[src/rtl/riscv.sv]
// riscv: architectural constants shared across the core.
package riscv;

  // Virtual address width; branch pcs are carried at this width.
  localparam int unsigned VLEN = 64;

endpackage

[src/rtl/ariane_pkg.sv]
// ariane_pkg: core-wide configuration constants and shared types.
// BHT_UPDQ_DEPTH sizes the branch-history-table update queue.
package ariane_pkg;

  // Number of buffered resolved-branch updates ahead of the BHT.
  localparam int unsigned BHT_UPDQ_DEPTH = 8;

  // Update presented to the branch history table.
  typedef struct packed {
    logic                   valid;
    logic [riscv::VLEN-1:0] pc;
    logic                   taken;
  } bht_update_t;

endpackage

[src/rtl/bht_update_queue.sv]
// bht_update_queue: elastic FIFO between the branch unit and the BHT update port.
// Captures resolved branches, drains at most one per cycle while the BHT is
// enabled, and drops (and counts) updates that arrive while full because the
// branch unit cannot stall.
// Optional build macro BHT_UPDQ_DEDUP_EN: discard an incoming update identical
// (pc and taken) to the newest queued entry instead of queueing it again.
module bht_update_queue
  import ariane_pkg::*;
#(
  parameter int unsigned DEPTH      = BHT_UPDQ_DEPTH,  // power of two, >= 2
  parameter int unsigned DROP_CNT_W = 16
) (
  input  logic                    clk_i,
  input  logic                    rst_i,
  input  logic                    flush_i,
  input  logic                    debug_mode_i,
  input  logic                    enable_i,
  input  logic                    upd_valid_i,
  input  logic [riscv::VLEN-1:0]  upd_pc_i,
  input  logic                    upd_taken_i,
  output logic                    upd_ready_o,
  output bht_update_t             bht_update_o,
  output logic [$clog2(DEPTH):0]  count_o,
  output logic [DROP_CNT_W-1:0]   drop_cnt_o
);

  localparam int unsigned PTR_W = $clog2(DEPTH);
  localparam int unsigned CNT_W = PTR_W + 1;
  localparam logic [CNT_W-1:0] FULL_CNT = CNT_W'(DEPTH);

  // Entry storage; one write port (tail) and one read port (head).
  logic [riscv::VLEN-1:0] pc_mem    [DEPTH];
  logic                   taken_mem [DEPTH];

  logic [PTR_W-1:0]      head_reg, head_next;
  logic [PTR_W-1:0]      tail_reg, tail_next;
  logic [CNT_W-1:0]      count_reg, count_next;
  logic [DROP_CNT_W-1:0] drop_cnt_reg, drop_cnt_next;

  logic is_full;
  logic is_empty;
  logic accept;
  logic is_dup;
  logic push;
  logic pop;
  logic drop;
  logic out_valid;

  assign is_full  = (count_reg == FULL_CNT);
  assign is_empty = (count_reg == '0);

  // An update is considered at all only outside debug mode and outside a flush.
  assign accept = upd_valid_i && !debug_mode_i && !flush_i;

`ifdef BHT_UPDQ_DEDUP_EN
  // Compare against the newest entry even if it is leaving this cycle, so a
  // tight loop produces a single BHT step per repeated outcome.
  logic [PTR_W-1:0] newest_ptr;
  assign newest_ptr = tail_reg - PTR_W'(1);
  assign is_dup = !is_empty
                  && (pc_mem[newest_ptr] == upd_pc_i)
                  && (taken_mem[newest_ptr] == upd_taken_i);
`else
  assign is_dup = 1'b0;
`endif

  // A duplicate is silently absorbed; it neither occupies a slot nor counts as a drop.
  assign push = accept && !is_dup && !is_full;
  // No bypass while full: the slot freed by a same-cycle pop is not reused.
  assign drop = accept && !is_dup && is_full;

  // The BHT consumes every cycle it is enabled, so presenting is popping.
  assign out_valid = !is_empty && enable_i && !flush_i;
  assign pop       = out_valid;

  assign bht_update_o = '{valid: out_valid,
                          pc:    pc_mem[head_reg],
                          taken: taken_mem[head_reg]};
  assign upd_ready_o  = !is_full;
  assign count_o      = count_reg;
  assign drop_cnt_o   = drop_cnt_reg;

  // Next-state for pointers, occupancy and the saturating drop counter.
  always_comb begin
    head_next     = head_reg;
    tail_next     = tail_reg;
    count_next    = count_reg;
    drop_cnt_next = drop_cnt_reg;

    if (drop && (drop_cnt_reg != '1)) begin
      drop_cnt_next = drop_cnt_reg + DROP_CNT_W'(1);
    end

    if (flush_i) begin
      head_next  = '0;
      tail_next  = '0;
      count_next = '0;
    end else begin
      if (push) begin
        tail_next = tail_reg + PTR_W'(1);
      end
      if (pop) begin
        head_next = head_reg + PTR_W'(1);
      end
      case ({push, pop})
        2'b10:   count_next = count_reg + CNT_W'(1);
        2'b01:   count_next = count_reg - CNT_W'(1);
        default: count_next = count_reg;
      endcase
    end
  end

  // Control state register with synchronous reset.
  always_ff @(posedge clk_i) begin
    if (rst_i) begin
      head_reg     <= '0;
      tail_reg     <= '0;
      count_reg    <= '0;
      drop_cnt_reg <= '0;
    end else begin
      head_reg     <= head_next;
      tail_reg     <= tail_next;
      count_reg    <= count_next;
      drop_cnt_reg <= drop_cnt_next;
    end
  end

  // Entry write at the tail; contents need no reset since count gates every use.
  always_ff @(posedge clk_i) begin
    if (push && !rst_i) begin
      pc_mem[tail_reg]    <= upd_pc_i;
      taken_mem[tail_reg] <= upd_taken_i;
    end
  end

endmodule

[config.mk]
export PLATFORM = sky130hd
export DESIGN_NAME = bht_update_queue
export DESIGN_NICKNAME = d
export VERILOG_FILES = /design/src/rtl/riscv.sv /design/src/rtl/ariane_pkg.sv /design/src/rtl/bht_update_queue.sv
export SDC_FILE = /design/constraint.sdc
export NUM_CORES = 1
export LEC_CHECK = 0
export BUFFER_PORTS_ARGS = -buffer_cell sky130_fd_sc_hd__clkbuf_2
export CAP_MARGIN = 20
export CORE_MARGIN = 1
export CORE_UTILIZATION = 55
export DETAILED_ROUTE_END_ITERATION = 10
export HOLD_SLACK_MARGIN = 0.08
export PLACE_DENSITY = 0.8
export SETUP_SLACK_MARGIN = 0.02
export SLEW_MARGIN = 30
export SYNTH_ARGS = -nofsm -noshare
export SYNTH_HDL_FRONTEND = slang
export SYNTH_SLANG_ARGS = --single-unit
export TNS_END_PERCENT = 100
[constraint.sdc]
create_clock -name clk_i -period 21.3 [get_ports clk_i]
set_input_delay 3.195 -clock clk_i [delete_from_list [all_inputs] [get_ports clk_i]]
set_output_delay 3.195 -clock clk_i [all_outputs]
set_load 0.05 [all_outputs]
# Word-level counts from Yosys, hierarchy flattened
# Memories as Yosys holds them, arrays and structs flattened. A register that Yosys moved wholly into a read port is not among the register bits.
# Index checks and enable logic that the tools add are counted.
# classes
add_sub_neg	5
eq_ne	4
mux	7
reduce_logical	16
# op_table
cell	count
adder 16 x 1 -> 16 bit, second input constant	1
!= test 16 bit, second input constant	1
two-way mux 3 bit	4
logical AND 1 bit	8
one-hot mux 4 bit (2 select lines)	1
adder 3 x 1 -> 3 bit, second input constant	2
zero test 1 bit	5
adder 4 x 1 -> 4 bit, second input constant	1
equality test 4 bit, second input constant	1
zero test 4 bit	1
subtractor 4 x 1 -> 4 bit, second input constant	1
equality test 2 x 1 -> 1 bit, second input constant	1
equality test 2 bit, second input constant	1
two-way mux 1 bit	2
nonzero test 2 bit	1
OR reduction 2 bit	1
# totals
register_bits	26
mem_bits_rw	520
input_bits	71
out_inout_bits	87
wordCells	38
memories	2
# memory_table
name	words	width	rd	rd_clocked_by_memory_dff	wr	line	text
pc_mem	8	64	1	1	1	bht_update_queue.sv:32	logic [riscv::VLEN-1:0] pc_mem [DEPTH];
taken_mem	8	1	1	1	1	bht_update_queue.sv:33	logic taken_mem [DEPTH];

# Longest topological paths before layout
# logic_depth
word_depth	7
depth_mapped	11
mapped_depth_nobuf	9

# Least setup slack after synthesis
# Ideal clock, no wire load.
# synth_path
kind	input -> register
start	input flush_i
end	memory pc_mem[0][0] in the netlist's numbering, enable pin
setup_ps	568
t_arrival_ps	8593
required_ps	20732
path_slack_ps	12139
path_stages	4
n_path_buf	0
path_cell_list	nor3b_1 -> nand2_1 -> or3_1 -> nor3_1
# synth_between
elab_chain_cells	6
# synth_lines
item	line	text
from (decl)	bht_update_queue.sv:15	input logic flush_i,
zero test 1 bit	bht_update_queue.sv:53	assign accept = upd_valid_i && !debug_mode_i && !flush_i;
logical AND 1 bit	bht_update_queue.sv:53	
logical AND 1 bit	bht_update_queue.sv:68	assign push = accept && !is_dup && !is_full;
logical AND 1 bit	bht_update_queue.sv:130	if (push && !rst_i) begin
two-way mux 1 bit	bht_update_queue.sv:130	
two-way mux 1 bit (implied by the code)	bht_update_queue.sv:131	pc_mem[tail_reg] <= upd_pc_i;
to (decl)	bht_update_queue.sv:32	
# Every way passes these cells.

==> results.ini <==
[grt]
track_usage_pct=20.5
grt_max_degree=67
grt_overflow=0
grt_pass1_wl_um=58700
grt_pass1_vias=10100
antenna_found_initial=4

[critical_path]
cp_slowest_stage_delay_ns=0.64
critPathArrivalTime_ns=4.35
startpoint_type=primary input
path_buf_inv=2
path_max_fanout=5
timing.critical_path.to_type=primary output
crit_chain=clkbuf_2 -> nor3b_1 -> clkbuf_2
path_class=in2out
slowest_stage=nor3b_1
critical_path.top_delay_family=simple AND/OR/NAND/NOR gates
crit_top_cell=clkbuf_2
worst_ep_required_time_ns=18.11

[drt]
dr_wl_met3_um=2280
routed-via-count=9717
wl_met1_um=16300
drt_iter0_markers=687
postRouteAntennaNets=0
via_per_inst=5.85
drt-pass1-iter-count=5
drc_errors=0
wl_met2_um=19500
dr.max_layer_used=met5
postRouteWirelength_um=39000
wl_per_cell_um=23.5

[floorplanning]
num_io_pins=158
chipHeight_um=197
start_util_pct=55.7
num_rows=71
coreArea_sq_um=37600
die_w_um=197
die_area_sq_um=38800

[power]
p_int_mw=1.70
sequentialPowerShare_pct=56.1
clkPwrFrac_pct=42.0
p_sw_share_pct=19.2
power_density_nw_per_um2=87.8
p_sw_mw=0.404
ir_worst_vdd_mv=0.0622
pwr-share-comb_pct=1.9
p_leak_nw=7.58

[clocking]
cts-buffers-inserted=52
clk_path_buf_depth=3
cts_max_level=2
cts_tree=yes
clkSlewWorstSetupHoldPaths_ns=0.06
cts_root_buf=clkbuf_16
clk_latency_ns=0.58
hold_buffers=0
cts_resized=0
postCtsSetupBuffers=0
cts.sink_count=549

[sta]
finalSetupTns_ns=0
finalCritPeriodShare_pct=35.4
slew_violations=0
layout_setup_ws_ns=13.75
finalHoldViolations=0
relSlewSlack_pct=35.2
skew_ns=0.0106
rsz0062_at_grt=no
worstMarginPinSlew_ns=0.972
max_freq_mhz=132
period_minus_slack_ns=7.55
finalSetupViolCount=0

[logic_synthesis]
syn_avg_cell_area_sq_um=22.6
yosysSeqAreaShare_pct=77.4
synth_top_flop_cell=edfxtp_1
synthAdderAreaFrac_pct=0.359
ys_types=39
synth_nets=1003
synth_top_family_by_area=multiplexers
synth-seq-cells=549
synth_xor_area_share_pct=0.293
synth_warnings=0
synthSimpleGateAreaFrac_pct=2.30
async_flop_share_pct=0
synthMuxAreaShare_pct=17.6
netlist_area_sq_um=20900
synth-edff-count=520
synth_compound_area_share_pct=1.00
syn_inst=926

[placed_design]
portBuffers=157
gp_congestion=0.733
hpwl_um=20400
dpl.cell_count=1562
dp_slack_ns=13.74

[layout]
syn_to_final_growth_pct=14.8
stdcell_count=1662
drive_gt1_share_pct=39.9
layout.nets=1183
largest_register_ffs=512
fill_cells=2484
final_util_pct=63.9
top_register=pc_mem

[min_path]
worstHoldPathType=reg2reg

[run]
drv_cap=0

[outcome]
status=finished, final reports clean

[area by class of cell]
cell class | count | area [sq um] | area share (%)
Sequential cell | 549 | 16200 | 67.5
Multi-Input combinational cell | 328 | 4570 | 19.0
Clock buffer | 65 | 1390 | 5.80
Timing Repair Buffer | 173 | 930 | 3.87
Tap cell | 511 | 639 | 2.66
Clock inverter | 31 | 251 | 1.05
Inverter | 2 | 7.51 | 0.0313
Antenna cell | 3 | 7.51 | 0.0313
[synthesized netlist by cell type (all sizes together) (6+ instances only)]
cell type | n | area share (%)
nand3 | 10 | 0.24
buf | 17 | 0.41
dfxtp | 29 | 2.8
or3 | 6 | 0.18
ha | 6 | 0.36
clkbuf | 30 | 0.54
o21ai | 6 | 0.14
or4 | 11 | 0.39
a21oi | 18 | 0.43
mux4 | 130 | 14
o31ai | 11 | 0.39
mux2 | 66 | 3.6
edfxtp | 520 | 75
nor2 | 18 | 0.32
[power groups by stage]
stage               clock (mW)  combinational [mW]  sequential [mW]
floorplan                    0              0.0179             1.21
global placement             0              0.0381             1.21
detailed placement           0              0.0401             1.21
CTS                      0.903              0.0402             1.18
global route             0.942              0.0431             1.18
finish                   0.885              0.0400             1.18
[cells by family (layout without fill, tap and decap cells)]
family	after synthesis	after routing
fa+ha+maj	6	6
compound gates	36	36
mux	198	198
flops	549	549
other cells	0	3
buf+inv	49	271
xor+xnor	7	7
simple gates	81	81
[cell usage in the layout, fill, tap and decap left out, types with 5 or more instances in the layout]
| cell | netlist | final |
|---|---|---|
| a21oi_1 | 18 | 18 |
| buf_4 | 1 | 12 |
| clkbuf_1 | 30 | 10 |
| clkbuf_16 | 0 | 53 |
| clkbuf_2 | 0 | 157 |
| clkinv_1 | 0 | 11 |
| clkinv_2 | 0 | 13 |
| dfxtp_1 | 29 | 26 |
| edfxtp_1 | 520 | 520 |
| ha_1 | 6 | 6 |
| mux2_2 | 65 | 65 |
| mux4_2 | 130 | 130 |
| nand2_1 | 5 | 5 |
| nand3_1 | 10 | 10 |
| nand4_1 | 5 | 5 |
| nor2_1 | 18 | 12 |
| nor2_4 | 0 | 6 |
| o21ai_0 | 6 | 6 |
| o31ai_1 | 11 | 11 |
| or3_1 | 6 | 6 |
| or4_1 | 11 | 11 |
| xor2_1 | 5 | 5 |
[worst min-delay path, cell delays in order (launching register included)]
cell and delay (ns):
dfxtp_1 0.33, nand2_1 0.07, a21oi_1 0.06
[layer usage]
layer	track usage, %	vias up
met4	6.95	4
met2	33.5	278
met3	4.17	65
met1	28.0	5079
li1	-	4291
met5	0	-
[through the flow]
step	total power, mW	hold slack [ns]	instance area [sq um]
after floorplan	1.23	0.462	20900
after global placement	1.24	0.471	22300
after detailed placement	1.25	0.499	22300
after CTS	2.13	0.507	24000
after global routing	2.17	0.541	24000
final	2.11	0.505	24000
[worst paths after layout]
path / from / end / slack, ns / cells after the start
setup / recovery: flush_i / bht_update_o[65] / 13.75 / 3
hold / removal: tail_reg[1] / tail_reg[1] / 0.50 / 2
setup reg to reg: count_o[1] / pc_mem[3][11] / 18.23 / 4
hold reg to reg: tail_reg[1] / tail_reg[1] / 0.50 / 2
No activity file was read; power rests on OpenSTA's default activity.
